`config.mk`:
```
export PLATFORM = sky130hd
export DESIGN_NAME = spi_cmd_parser_flat
export DESIGN_NICKNAME = d
export VERILOG_FILES = /design/src/rtl/spi_cmd_parser_if.sv /design/src/rtl/spi_cmd_parser.sv /design/src/flat_wrapper.sv
export SDC_FILE = /design/constraint.sdc
export NUM_CORES = 1
export LEC_CHECK = 0
export ABC_AREA = 1
export ABC_CLOCK_PERIOD_IN_PS = 1470
export CAP_MARGIN = 20
export CORE_MARGIN = 2
export CORE_UTILIZATION = 50
export CTS_CLUSTER_DIAMETER = 150
export CTS_CLUSTER_SIZE = 20
export DETAILED_ROUTE_END_ITERATION = 16
export GPL_ROUTABILITY_DRIVEN = 0
export PLACE_DENSITY = 0.76
export SLEW_MARGIN = 20
export SYNTH_ARGS = -nofsm -noshare
export SYNTH_HDL_FRONTEND = slang
export SYNTH_SLANG_ARGS = --single-unit
export TNS_END_PERCENT = 10
```
`constraint.sdc`:
```
create_clock -name clk_in -period 1.47 [get_ports clk_in]
set_input_delay 0.294 -clock clk_in [delete_from_list [all_inputs] [get_ports clk_in]]
set_output_delay 0.294 -clock clk_in [all_outputs]
set_load 0.005 [all_outputs]
```
`src/rtl/spi_cmd_parser_if.sv`:
```
// spi_cmd_parser_if: SPI pins plus the parameter/strobe bus that spi_cmd_parser
// exposes to the discharge state machine. The master side is the host plus the
// machine; the slave side is the parser itself.
interface spi_cmd_parser_if;
   logic        sclk;
   logic        cs_n;
   logic        mosi;
   logic        miso;
   logic        machining_active;
   logic [15:0] ton_us;
   logic [15:0] toff_us;
   logic [15:0] ip_set;
   logic [7:0]  mode;
   logic        param_update;
   logic        start_pulse;
   logic        stop_pulse;
   logic        err_sticky;

   modport master (
      output sclk, cs_n, mosi, machining_active,
      input  miso, ton_us, toff_us, ip_set, mode, param_update, start_pulse, stop_pulse,
             err_sticky
   );

   modport slave (
      input  sclk, cs_n, mosi, machining_active,
      output miso, ton_us, toff_us, ip_set, mode, param_update, start_pulse, stop_pulse,
             err_sticky
   );
endinterface

```
`src/rtl/spi_cmd_parser.sv`:
```
// spi_cmd_parser: synchronizes the host SPI stream, assembles MSB-first bytes and
// decodes them into EDM pulse parameters (Ton, Toff, Ip, mode) plus start/stop strobes.
// Optional status readback on miso is built only when SPI_STATUS_READBACK_EN is defined;
// otherwise miso is tied low.
module spi_cmd_parser #(
   parameter int unsigned TON_RST      = 100,
   parameter int unsigned TOFF_RST     = 50,
   parameter int unsigned IP_RST       = 0,
   parameter int unsigned IP_MAX       = 120,
   parameter int unsigned BYTE_TIMEOUT = 2_000_000
) (
   input logic            clk_in,
   input logic            sys_rst_n,
   spi_cmd_parser_if.slave bus
);

   localparam int unsigned TmoW = $clog2(BYTE_TIMEOUT + 1);

   typedef enum logic [1:0] {
      StIdle   = 2'd0,
      StGetLo  = 2'd1,
      StGetHi  = 2'd2,
      StCommit = 2'd3
   } state_e;

   // Sync pipelines: [0] metastable stage, [1] synchronized, [2] previous (edge detect)
   logic [2:0] sclk_q, sclk_d;
   logic [2:0] cs_q, cs_d;
   logic [1:0] mosi_q, mosi_d;

   logic [2:0] bit_cnt_q, bit_cnt_d;
   logic [6:0] shift_q, shift_d;
   logic [7:0] byte_q, byte_d;
   logic       byte_vld_q, byte_vld_d;

   state_e          state_q, state_d;
   logic [7:0]      header_q, header_d;
   logic [7:0]      lo_q, lo_d;
   logic [TmoW-1:0] tmo_q, tmo_d;
   logic [15:0]     ton_q, ton_d;
   logic [15:0]     toff_q, toff_d;
   logic [15:0]     ip_q, ip_d;
   logic [7:0]      mode_q, mode_d;
   logic            upd_q, upd_d;
   logic            start_q, start_d;
   logic            stop_q, stop_d;
   logic            err_q, err_d;

   logic        sclk_rise;
   logic        cs_fall;
   logic        cs_rise;
   logic [15:0] value;
   logic        tmo_hit;

   assign sclk_rise = sclk_q[1] & ~sclk_q[2];
   assign cs_fall   = ~cs_q[1] & cs_q[2];
   assign cs_rise   = cs_q[1] & ~cs_q[2];
   // Final byte is still in byte_q when GET_HI decodes, so commit happens at D+2
   assign value     = {byte_q, lo_q};
   assign tmo_hit   = (tmo_q == TmoW'(BYTE_TIMEOUT - 1));

   // Synchronizer shift and byte assembly next-state
   always_comb begin
      sclk_d     = {sclk_q[1:0], bus.sclk};
      cs_d       = {cs_q[1:0], bus.cs_n};
      mosi_d     = {mosi_q[0], bus.mosi};
      bit_cnt_d  = bit_cnt_q;
      shift_d    = shift_q;
      byte_d     = byte_q;
      byte_vld_d = 1'b0;
      if (cs_fall) begin
         bit_cnt_d = 3'd0;
      end else if (sclk_rise && !cs_q[2]) begin
         // Gate on the previous cs so a rise coinciding with cs release still counts
         shift_d   = {shift_q[5:0], mosi_q[1]};
         bit_cnt_d = bit_cnt_q + 3'd1;
         if (bit_cnt_q == 3'd7) begin
            byte_vld_d = 1'b1;
            byte_d     = {shift_q, mosi_q[1]};
         end
      end
      if (cs_rise) begin
         bit_cnt_d = 3'd0;
      end
   end

   // Synchronizer and byte assembly registers
   always_ff @(posedge clk_in) begin
      if (!sys_rst_n) begin
         sclk_q     <= 3'b000;
         cs_q       <= 3'b111;
         mosi_q     <= 2'b00;
         bit_cnt_q  <= 3'd0;
         shift_q    <= 7'd0;
         byte_q     <= 8'd0;
         byte_vld_q <= 1'b0;
      end else begin
         sclk_q     <= sclk_d;
         cs_q       <= cs_d;
         mosi_q     <= mosi_d;
         bit_cnt_q  <= bit_cnt_d;
         shift_q    <= shift_d;
         byte_q     <= byte_d;
         byte_vld_q <= byte_vld_d;
      end
   end

   // Parser next-state: command decode, commit checks, inter-byte timeout
   always_comb begin
      state_d  = state_q;
      header_d = header_q;
      lo_d     = lo_q;
      tmo_d    = tmo_q;
      ton_d    = ton_q;
      toff_d   = toff_q;
      ip_d     = ip_q;
      mode_d   = mode_q;
      upd_d    = 1'b0;
      start_d  = 1'b0;
      stop_d   = 1'b0;
      err_d    = err_q;
      case (state_q)
         StIdle: begin
            if (byte_vld_q) begin
               if (byte_q[7:4] == 4'h9) begin
                  header_d = byte_q;
                  tmo_d    = '0;
                  state_d  = StGetLo;
               end else begin
                  case (byte_q)
                     8'h06:   start_d = 1'b1;
                     8'h07:   stop_d  = 1'b1;
                     8'h05:   err_d   = 1'b0;
                     default: err_d   = 1'b1;
                  endcase
               end
            end
         end
         StGetLo: begin
            if (byte_vld_q) begin
               lo_d    = byte_q;
               tmo_d   = '0;
               state_d = StGetHi;
            end else if (tmo_hit) begin
               err_d   = 1'b1;
               state_d = StIdle;
            end else begin
               tmo_d = tmo_q + 1'b1;
            end
         end
         StGetHi: begin
            if (byte_vld_q) begin
               state_d = StCommit;
               case (header_q)
                  8'h91: begin
                     if (value != 16'd0) begin
                        ton_d = value;
                        upd_d = 1'b1;
                     end else begin
                        err_d = 1'b1;
                     end
                  end
                  8'h9E: begin
                     if (value != 16'd0) begin
                        toff_d = value;
                        upd_d  = 1'b1;
                     end else begin
                        err_d = 1'b1;
                     end
                  end
                  8'h93: begin
                     if (value <= 16'(IP_MAX)) begin
                        ip_d  = value;
                        upd_d = 1'b1;
                     end else begin
                        err_d = 1'b1;
                     end
                  end
                  8'h9C: begin
                     if (!bus.machining_active) begin
                        mode_d = lo_q;
                        upd_d  = 1'b1;
                     end else begin
                        err_d = 1'b1;
                     end
                  end
                  default: err_d = 1'b1;
               endcase
            end else if (tmo_hit) begin
               err_d   = 1'b1;
               state_d = StIdle;
            end else begin
               tmo_d = tmo_q + 1'b1;
            end
         end
         StCommit: state_d = StIdle;
         default:  state_d = StIdle;
      endcase
   end

   // Parser FSM and registered outputs
   always_ff @(posedge clk_in) begin
      if (!sys_rst_n) begin
         state_q  <= StIdle;
         header_q <= 8'd0;
         lo_q     <= 8'd0;
         tmo_q    <= '0;
         ton_q    <= 16'(TON_RST);
         toff_q   <= 16'(TOFF_RST);
         ip_q     <= 16'(IP_RST);
         mode_q   <= 8'd0;
         upd_q    <= 1'b0;
         start_q  <= 1'b0;
         stop_q   <= 1'b0;
         err_q    <= 1'b0;
      end else begin
         state_q  <= state_d;
         header_q <= header_d;
         lo_q     <= lo_d;
         tmo_q    <= tmo_d;
         ton_q    <= ton_d;
         toff_q   <= toff_d;
         ip_q     <= ip_d;
         mode_q   <= mode_d;
         upd_q    <= upd_d;
         start_q  <= start_d;
         stop_q   <= stop_d;
         err_q    <= err_d;
      end
   end

   assign bus.ton_us       = ton_q;
   assign bus.toff_us      = toff_q;
   assign bus.ip_set       = ip_q;
   assign bus.mode         = mode_q;
   assign bus.param_update = upd_q;
   assign bus.start_pulse  = start_q;
   assign bus.stop_pulse   = stop_q;
   assign bus.err_sticky   = err_q;

`ifdef SPI_STATUS_READBACK_EN
   logic       sclk_fall;
   logic [7:0] rb_q, rb_d;
   logic       miso_q, miso_d;

   assign sclk_fall = ~sclk_q[1] & sclk_q[2];

   // Status shift register: load at frame start, shift on sclk fall, clear at frame end
   always_comb begin
      rb_d = rb_q;
      if (cs_fall) begin
         rb_d = {bus.machining_active, err_q, state_q, header_q[3:0]};
      end else if (cs_rise) begin
         rb_d = 8'd0;
      end else if (sclk_fall && !cs_q[1]) begin
         rb_d = {rb_q[6:0], 1'b0};
      end
      miso_d = cs_q[1] ? 1'b0 : rb_q[7];
   end

   // Readback registers
   always_ff @(posedge clk_in) begin
      if (!sys_rst_n) begin
         rb_q   <= 8'd0;
         miso_q <= 1'b0;
      end else begin
         rb_q   <= rb_d;
         miso_q <= miso_d;
      end
   end

   assign bus.miso = miso_q;
`else
   assign bus.miso = 1'b0;
`endif

endmodule

```
`src/flat_wrapper.sv`:
```
// flat-port wrapper written by rule: the top's interface ports become plain ports
module spi_cmd_parser_flat 
#(
   parameter int unsigned TON_RST      = 100,
   parameter int unsigned TOFF_RST     = 50,
   parameter int unsigned IP_RST       = 0,
   parameter int unsigned IP_MAX       = 120,
   parameter int unsigned BYTE_TIMEOUT = 2_000_000
)
  (clk_in, sys_rst_n, bus_sclk, bus_cs_n, bus_mosi, bus_machining_active, bus_miso, bus_ton_us, bus_toff_us, bus_ip_set, bus_mode, bus_param_update, bus_start_pulse, bus_stop_pulse, bus_err_sticky);
  spi_cmd_parser_if bus_i ();
  input logic clk_in;
  input logic sys_rst_n;
  input wire logic [$bits(bus_i.sclk)-1:0] bus_sclk;
  input wire logic [$bits(bus_i.cs_n)-1:0] bus_cs_n;
  input wire logic [$bits(bus_i.mosi)-1:0] bus_mosi;
  input wire logic [$bits(bus_i.machining_active)-1:0] bus_machining_active;
  output wire logic [$bits(bus_i.miso)-1:0] bus_miso;
  output wire logic [$bits(bus_i.ton_us)-1:0] bus_ton_us;
  output wire logic [$bits(bus_i.toff_us)-1:0] bus_toff_us;
  output wire logic [$bits(bus_i.ip_set)-1:0] bus_ip_set;
  output wire logic [$bits(bus_i.mode)-1:0] bus_mode;
  output wire logic [$bits(bus_i.param_update)-1:0] bus_param_update;
  output wire logic [$bits(bus_i.start_pulse)-1:0] bus_start_pulse;
  output wire logic [$bits(bus_i.stop_pulse)-1:0] bus_stop_pulse;
  output wire logic [$bits(bus_i.err_sticky)-1:0] bus_err_sticky;
  assign bus_i.sclk = bus_sclk;
  assign bus_i.cs_n = bus_cs_n;
  assign bus_i.mosi = bus_mosi;
  assign bus_i.machining_active = bus_machining_active;
  assign bus_miso = bus_i.miso;
  assign bus_ton_us = bus_i.ton_us;
  assign bus_toff_us = bus_i.toff_us;
  assign bus_ip_set = bus_i.ip_set;
  assign bus_mode = bus_i.mode;
  assign bus_param_update = bus_i.param_update;
  assign bus_start_pulse = bus_i.start_pulse;
  assign bus_stop_pulse = bus_i.stop_pulse;
  assign bus_err_sticky = bus_i.err_sticky;
  spi_cmd_parser #(.TON_RST(TON_RST), .TOFF_RST(TOFF_RST), .IP_RST(IP_RST), .IP_MAX(IP_MAX), .BYTE_TIMEOUT(BYTE_TIMEOUT)) u_core (.clk_in(clk_in), .sys_rst_n(sys_rst_n), .bus(bus_i));
endmodule
```
==> impl.org <==
** Run status
- The run finished, with violations left.
- The checks that failed: setup timing.

** Finish
- Post-layout util :: 0.705
- Commonest cells after routing, fill and taps aside :: 108 x sky130_fd_sc_hd__dfxtp_1, 86 x sky130_fd_sc_hd__nand2_1, 83 x sky130_fd_sc_hd__nor2_1
- Net count, final :: 786
- The repair_antennas step left the layout with diodes totalling 0.
- Once layout is done, the placed cells without fillers occupy 7240 sq um.
- Final cell count without fillers :: 920
- Layout overhead on the synthesized area :: 37.9%
- Leading cell type in the layout, fill and taps excluded :: sky130_fd_sc_hd__dfxtp_1
- Share of post-route cells with drive strength above 1 :: 0.245

** Global route
- Grt total ovfl :: 0
- Global-route usage over all layers :: 0.246
- The number of antenna violations at the first check in global routing came to 0.
- Vias in the first global route :: 4627
- Pin count of the biggest net entering global routing :: 34
- The first global-routing pass estimated 21700 microns of wire.

** Worst setup path
- The setup path with the least slack is of type flop to flop.
- R2r setup slk :: -0.15 ns
- In this run the worst setup path begins at u_core.tmo_q[12].
- Cell count along the critical path :: 9
- The worst setup path is captured at a flop.
- Following the worst setup path forward leads to its endpoint at u_core.tmo_q[3].
- Worst reg2reg endpoint :: u_core.tmo_q[3]
- Critical path cell sequence :: nor2_1, nand3_1, nor2_1, nand3_4, nand2_2, nor2_1, nand2_1, nand2_1, nor2_1
- Startpoint type of the worst setup path :: flop
- Data on the critical path arrives at its endpoint at 2.08 ns.
- Along the worst path, the maximum fanout reaches 10.
- Crit path top cell by count :: sky130_fd_sc_hd__nor2_1
- Slowest library cell on the worst path :: sky130_fd_sc_hd__dfxtp_1
- Among cell families on the critical path, the largest total delay comes from simple AND/OR/NAND/NOR gates.
- Required arrival time at the worst endpoint :: 1.93 ns
- The number of buffers and inverters on the critical path is 0.
- Largest stage delay on the critical path :: 0.34 ns
- The worst register-to-register path begins at u_core.tmo_q[12].
- Path depth of the worst reg2reg path :: 9

** Detailed routing
- DRC viols :: 0
- Total vias in the final route :: 4825
- The first detailed-routing pass ran for 5 iterations.
- Dividing the detail-routed wire length by the instance count gives 15.2 microns.
- Dividing the detail-routed via count by the number of cells gives 5.24.
- Antenna violation net count after detailed routing :: 0
- The routed design has 14000 microns of wire.
- Starting DRC count in detailed routing :: 313

** Pwr
- Fraction of power spent switching nets :: 0.203
- VDD IR-drop max :: 0.00120 V
- Power consumption :: 7.79 mW
- Switching power total :: 1.58 mW
- Of the total power, the clock network draws 0.541.
- Of the total power, combinational logic draws 0.019.
- Internal power consumption :: 6.21 mW
- In this run the static leakage power is 3.19 nW.
- Areal power density over the cells :: 1080 nW/um^2
- Sequential group share of total power :: 0.440

** STA
- Minimum clock period :: 1.62 ns
- Setup repair after global routing missed its margin :: true
- Setup violations, final :: 28
- Highest Clock Rate :: 0.618 GHz
- Adding up every negative setup slack in the final design gives -2.51 ns.
- The count of final hold-check violations was 0.
- Min Hold Slack :: 0.249 ns
- Portion of the clock cycle consumed by the worst path in the final layout :: 1.10
- The number of pins with negative max-slew slack in the final report came to 0.
- Min setup slack post-route :: -0.147 ns
- On the final layout, the worst clock skew is 0.0109 ns.

** Die
- The total area inside the core boundary comes to 10300 sq um.
- In this run the count of I/O pins placed on the die edge is 67.
- From left edge to right edge, the die measures 106 microns.
- For this configuration, the core starts out at a cell density of 0.511.
- Row cnt :: 37
- The floorplan step defined a die boundary enclosing 11300 sq um.
- Die Span Y :: 106 microns

** Logic synthesis
- In this run the mean area of a mapped cell was 8.00 sq um.
- During synthesis, Yosys emitted a total of 0 warnings.
- Fraction of the yosys area taken by sequential cells :: 0.481
- Post-Synthesis Cells :: 656
- Flip-flop and latch count after synthesis :: 126
- In this run, distinct cell masters in the synthesized netlist total 38.
- Syn_nets :: 669
- The cell area that synthesis handed to floorplanning was 5250 sq um.

** Clocking
- TritonCTS clock tree :: built
- Post-cts hold buffer count :: 0
- After clock tree synthesis, the clock-pin slew on the worst setup and hold paths is 0.06 ns.
- Clock latency on the worst-skew pair, taken at its later pin, is 0.53 ns.
- Counting the buffers created by CTS gives 17.
- Root buf cell :: sky130_fd_sc_hd__clkbuf_8
- Number of clock sinks :: 126
- The longest clock path from root to sink contains 2 buffers.
- # H-tree levels :: 4

** Flow run
- Max_cap viols :: 0

** Min path
- Tightest Hold Check Type :: primary input to flop
- Worst hold path stage count :: 3

** Place
- Worst setup timing slack at the placement stage :: -0.139 ns
- Cell area after placement :: 6390 sq um
- After detailed placement, the design holds a cell count of 885.
- Buffers placed on the I/O ports in this run total 65.
- HPWL after detailed placement :: 9460 microns
==> cell type report <==
class                           instances  area, sq um
Multi-Input combinational cell        420         2480
Fill cell                             792         3040
Sequential cell                       126         2550
Tap cell                              136          170
Timing Repair Buffer                  123         1090
Clock buffer                           19          422
Inverter                               85          357
Clock inverter                         11          169
==> power by group through the flow <==
stage | registers (mW) | logic [mW] | clock network [mW]
final | 3.43 | 0.151 | 4.22
after global routing | 3.43 | 0.165 | 4.41
after CTS | 3.43 | 0.131 | 4.27
after detailed placement | 3.50 | 0.129 | 0
after global placement | 3.50 | 0.126 | 0
after floorplan | 3.50 | 0.0774 | 0
==> worst min-delay path by stage <==
stage                          start                   end  slack [ns]
CTS                        sys_rst_n  u_core.bus.ton_us[5]        0.21
floorplan           u_core.mosi_q[0]      u_core.mosi_q[1]        0.39
detailed placement  u_core.sclk_q[0]      u_core.sclk_q[1]        0.40
global route               sys_rst_n  u_core.bus.ton_us[2]        0.23
global placement    u_core.sclk_q[0]      u_core.sclk_q[1]        0.39
finish                     sys_rst_n  u_core.bus.ton_us[5]        0.25
==> flip-flops by register name (all words and copies together) (netlist names), 2 cells and up <==
name / cells
u_core.mosi_q: 2
u_core.shift_q: 7
u_core.bus.ip_set: 16
u_core.byte_q: 8
u_core.bit_cnt_q: 3
u_core.bus.mode: 8
u_core.tmo_q: 21
u_core.lo_q: 8
u_core.bus.ton_us: 16
u_core.cs_q: 3
u_core.bus.toff_us: 16
u_core.state_q: 2
u_core.sclk_q: 3
u_core.header_q: 8
==> routing by layer <==
metal / routed length (microns) / vias to the layer above / global-route usage
met3: 745 / 36 / 0.0834
li1: - / 2380 / -
met4: 374 / 0 / 0.0983
met2: 7420 / 136 / 0.441
met5: 0 / - / 0
met1: 5450 / 2273 / 0.265
==> repair_timing <==
action                                 in CTS  in global routing
pin swaps                                   1                 20
setup endpoints to repair                 112                 80
gates resized for setup                    84                 69
setup buffers                               0                  5
endpoints found under the hold margin       0                  0
==> kinds of logic (layout without fill, tap and decap cells) <==
group,count (synthesis),in the layout,share of synthesized area
fa+ha+maj,7,7,0.0167
flops,126,126,0.481
simple gates,271,271,0.236
compound gates,130,130,0.159
xor+xnor,11,11,0.0184
other cells,1,1,0.000714
buf+inv,110,238,0.0892
==> worst reg2reg max path, stage by stage, from the launching register on <==
cell and delay [ns]:
sky130_fd_sc_hd__dfxtp_1 0.34, sky130_fd_sc_hd__nor2_1 0.15, sky130_fd_sc_hd__nand3_1 0.12, sky130_fd_sc_hd__nor2_1 0.34, sky130_fd_sc_hd__nand3_4 0.20, sky130_fd_sc_hd__nand2_2 0.15, sky130_fd_sc_hd__nor2_1 0.06, sky130_fd_sc_hd__nand2_1 0.06
sky130_fd_sc_hd__nand2_1 0.05, sky130_fd_sc_hd__nor2_1 0.08
==> synthesized netlist by cell type <==
| cell | count | area (sq um) |
|---|---|---|
| sky130_fd_sc_hd__nand2_4 | 3 | 33.8 |
| sky130_fd_sc_hd__a221oi_1 | 1 | 8.76 |
| sky130_fd_sc_hd__inv_2 | 4 | 15.0 |
| sky130_fd_sc_hd__nand3b_1 | 1 | 7.51 |
| sky130_fd_sc_hd__buf_4 | 2 | 15.0 |
| sky130_fd_sc_hd__nor3b_1 | 1 | 7.51 |
| sky130_fd_sc_hd__a31oi_1 | 1 | 6.26 |
| sky130_fd_sc_hd__a21oi_1 | 47 | 235 |
| sky130_fd_sc_hd__nor3_1 | 12 | 60.1 |
| sky130_fd_sc_hd__nor2_8 | 1 | 20.0 |
| sky130_fd_sc_hd__inv_4 | 2 | 12.5 |
| sky130_fd_sc_hd__conb_1 | 1 | 3.75 |
| sky130_fd_sc_hd__o211ai_1 | 6 | 45.0 |
| sky130_fd_sc_hd__nand2_1 | 93 | 349 |
| sky130_fd_sc_hd__or2_2 | 2 | 12.5 |
| sky130_fd_sc_hd__o21ai_4 | 1 | 16.3 |
| sky130_fd_sc_hd__nor2_4 | 3 | 33.8 |
| sky130_fd_sc_hd__o21a_1 | 1 | 7.51 |
| sky130_fd_sc_hd__nand3_2 | 2 | 20.0 |
| sky130_fd_sc_hd__o21ai_0 | 43 | 215 |
| sky130_fd_sc_hd__xor2_1 | 9 | 78.8 |
| sky130_fd_sc_hd__a211oi_2 | 15 | 188 |
| sky130_fd_sc_hd__nand4_1 | 10 | 62.6 |
| sky130_fd_sc_hd__nor2_1 | 93 | 349 |
| sky130_fd_sc_hd__ha_1 | 7 | 87.6 |
| sky130_fd_sc_hd__nor4_1 | 1 | 6.26 |
| sky130_fd_sc_hd__buf_6 | 5 | 56.3 |
| sky130_fd_sc_hd__xnor2_1 | 2 | 17.5 |
| sky130_fd_sc_hd__inv_1 | 79 | 297 |
| sky130_fd_sc_hd__buf_2 | 4 | 20.0 |
| sky130_fd_sc_hd__nand3_1 | 35 | 175 |
| sky130_fd_sc_hd__nand2_2 | 5 | 31.3 |
| sky130_fd_sc_hd__o21bai_1 | 3 | 22.5 |
| sky130_fd_sc_hd__nor2_2 | 6 | 37.5 |
| sky130_fd_sc_hd__clkbuf_1 | 14 | 52.6 |
| sky130_fd_sc_hd__nor3_2 | 3 | 30.0 |
| sky130_fd_sc_hd__dfxtp_1 | 126 | 2520 |
| sky130_fd_sc_hd__a211oi_1 | 12 | 90.1 |
No activity file was read; power rests on OpenSTA's default activity.
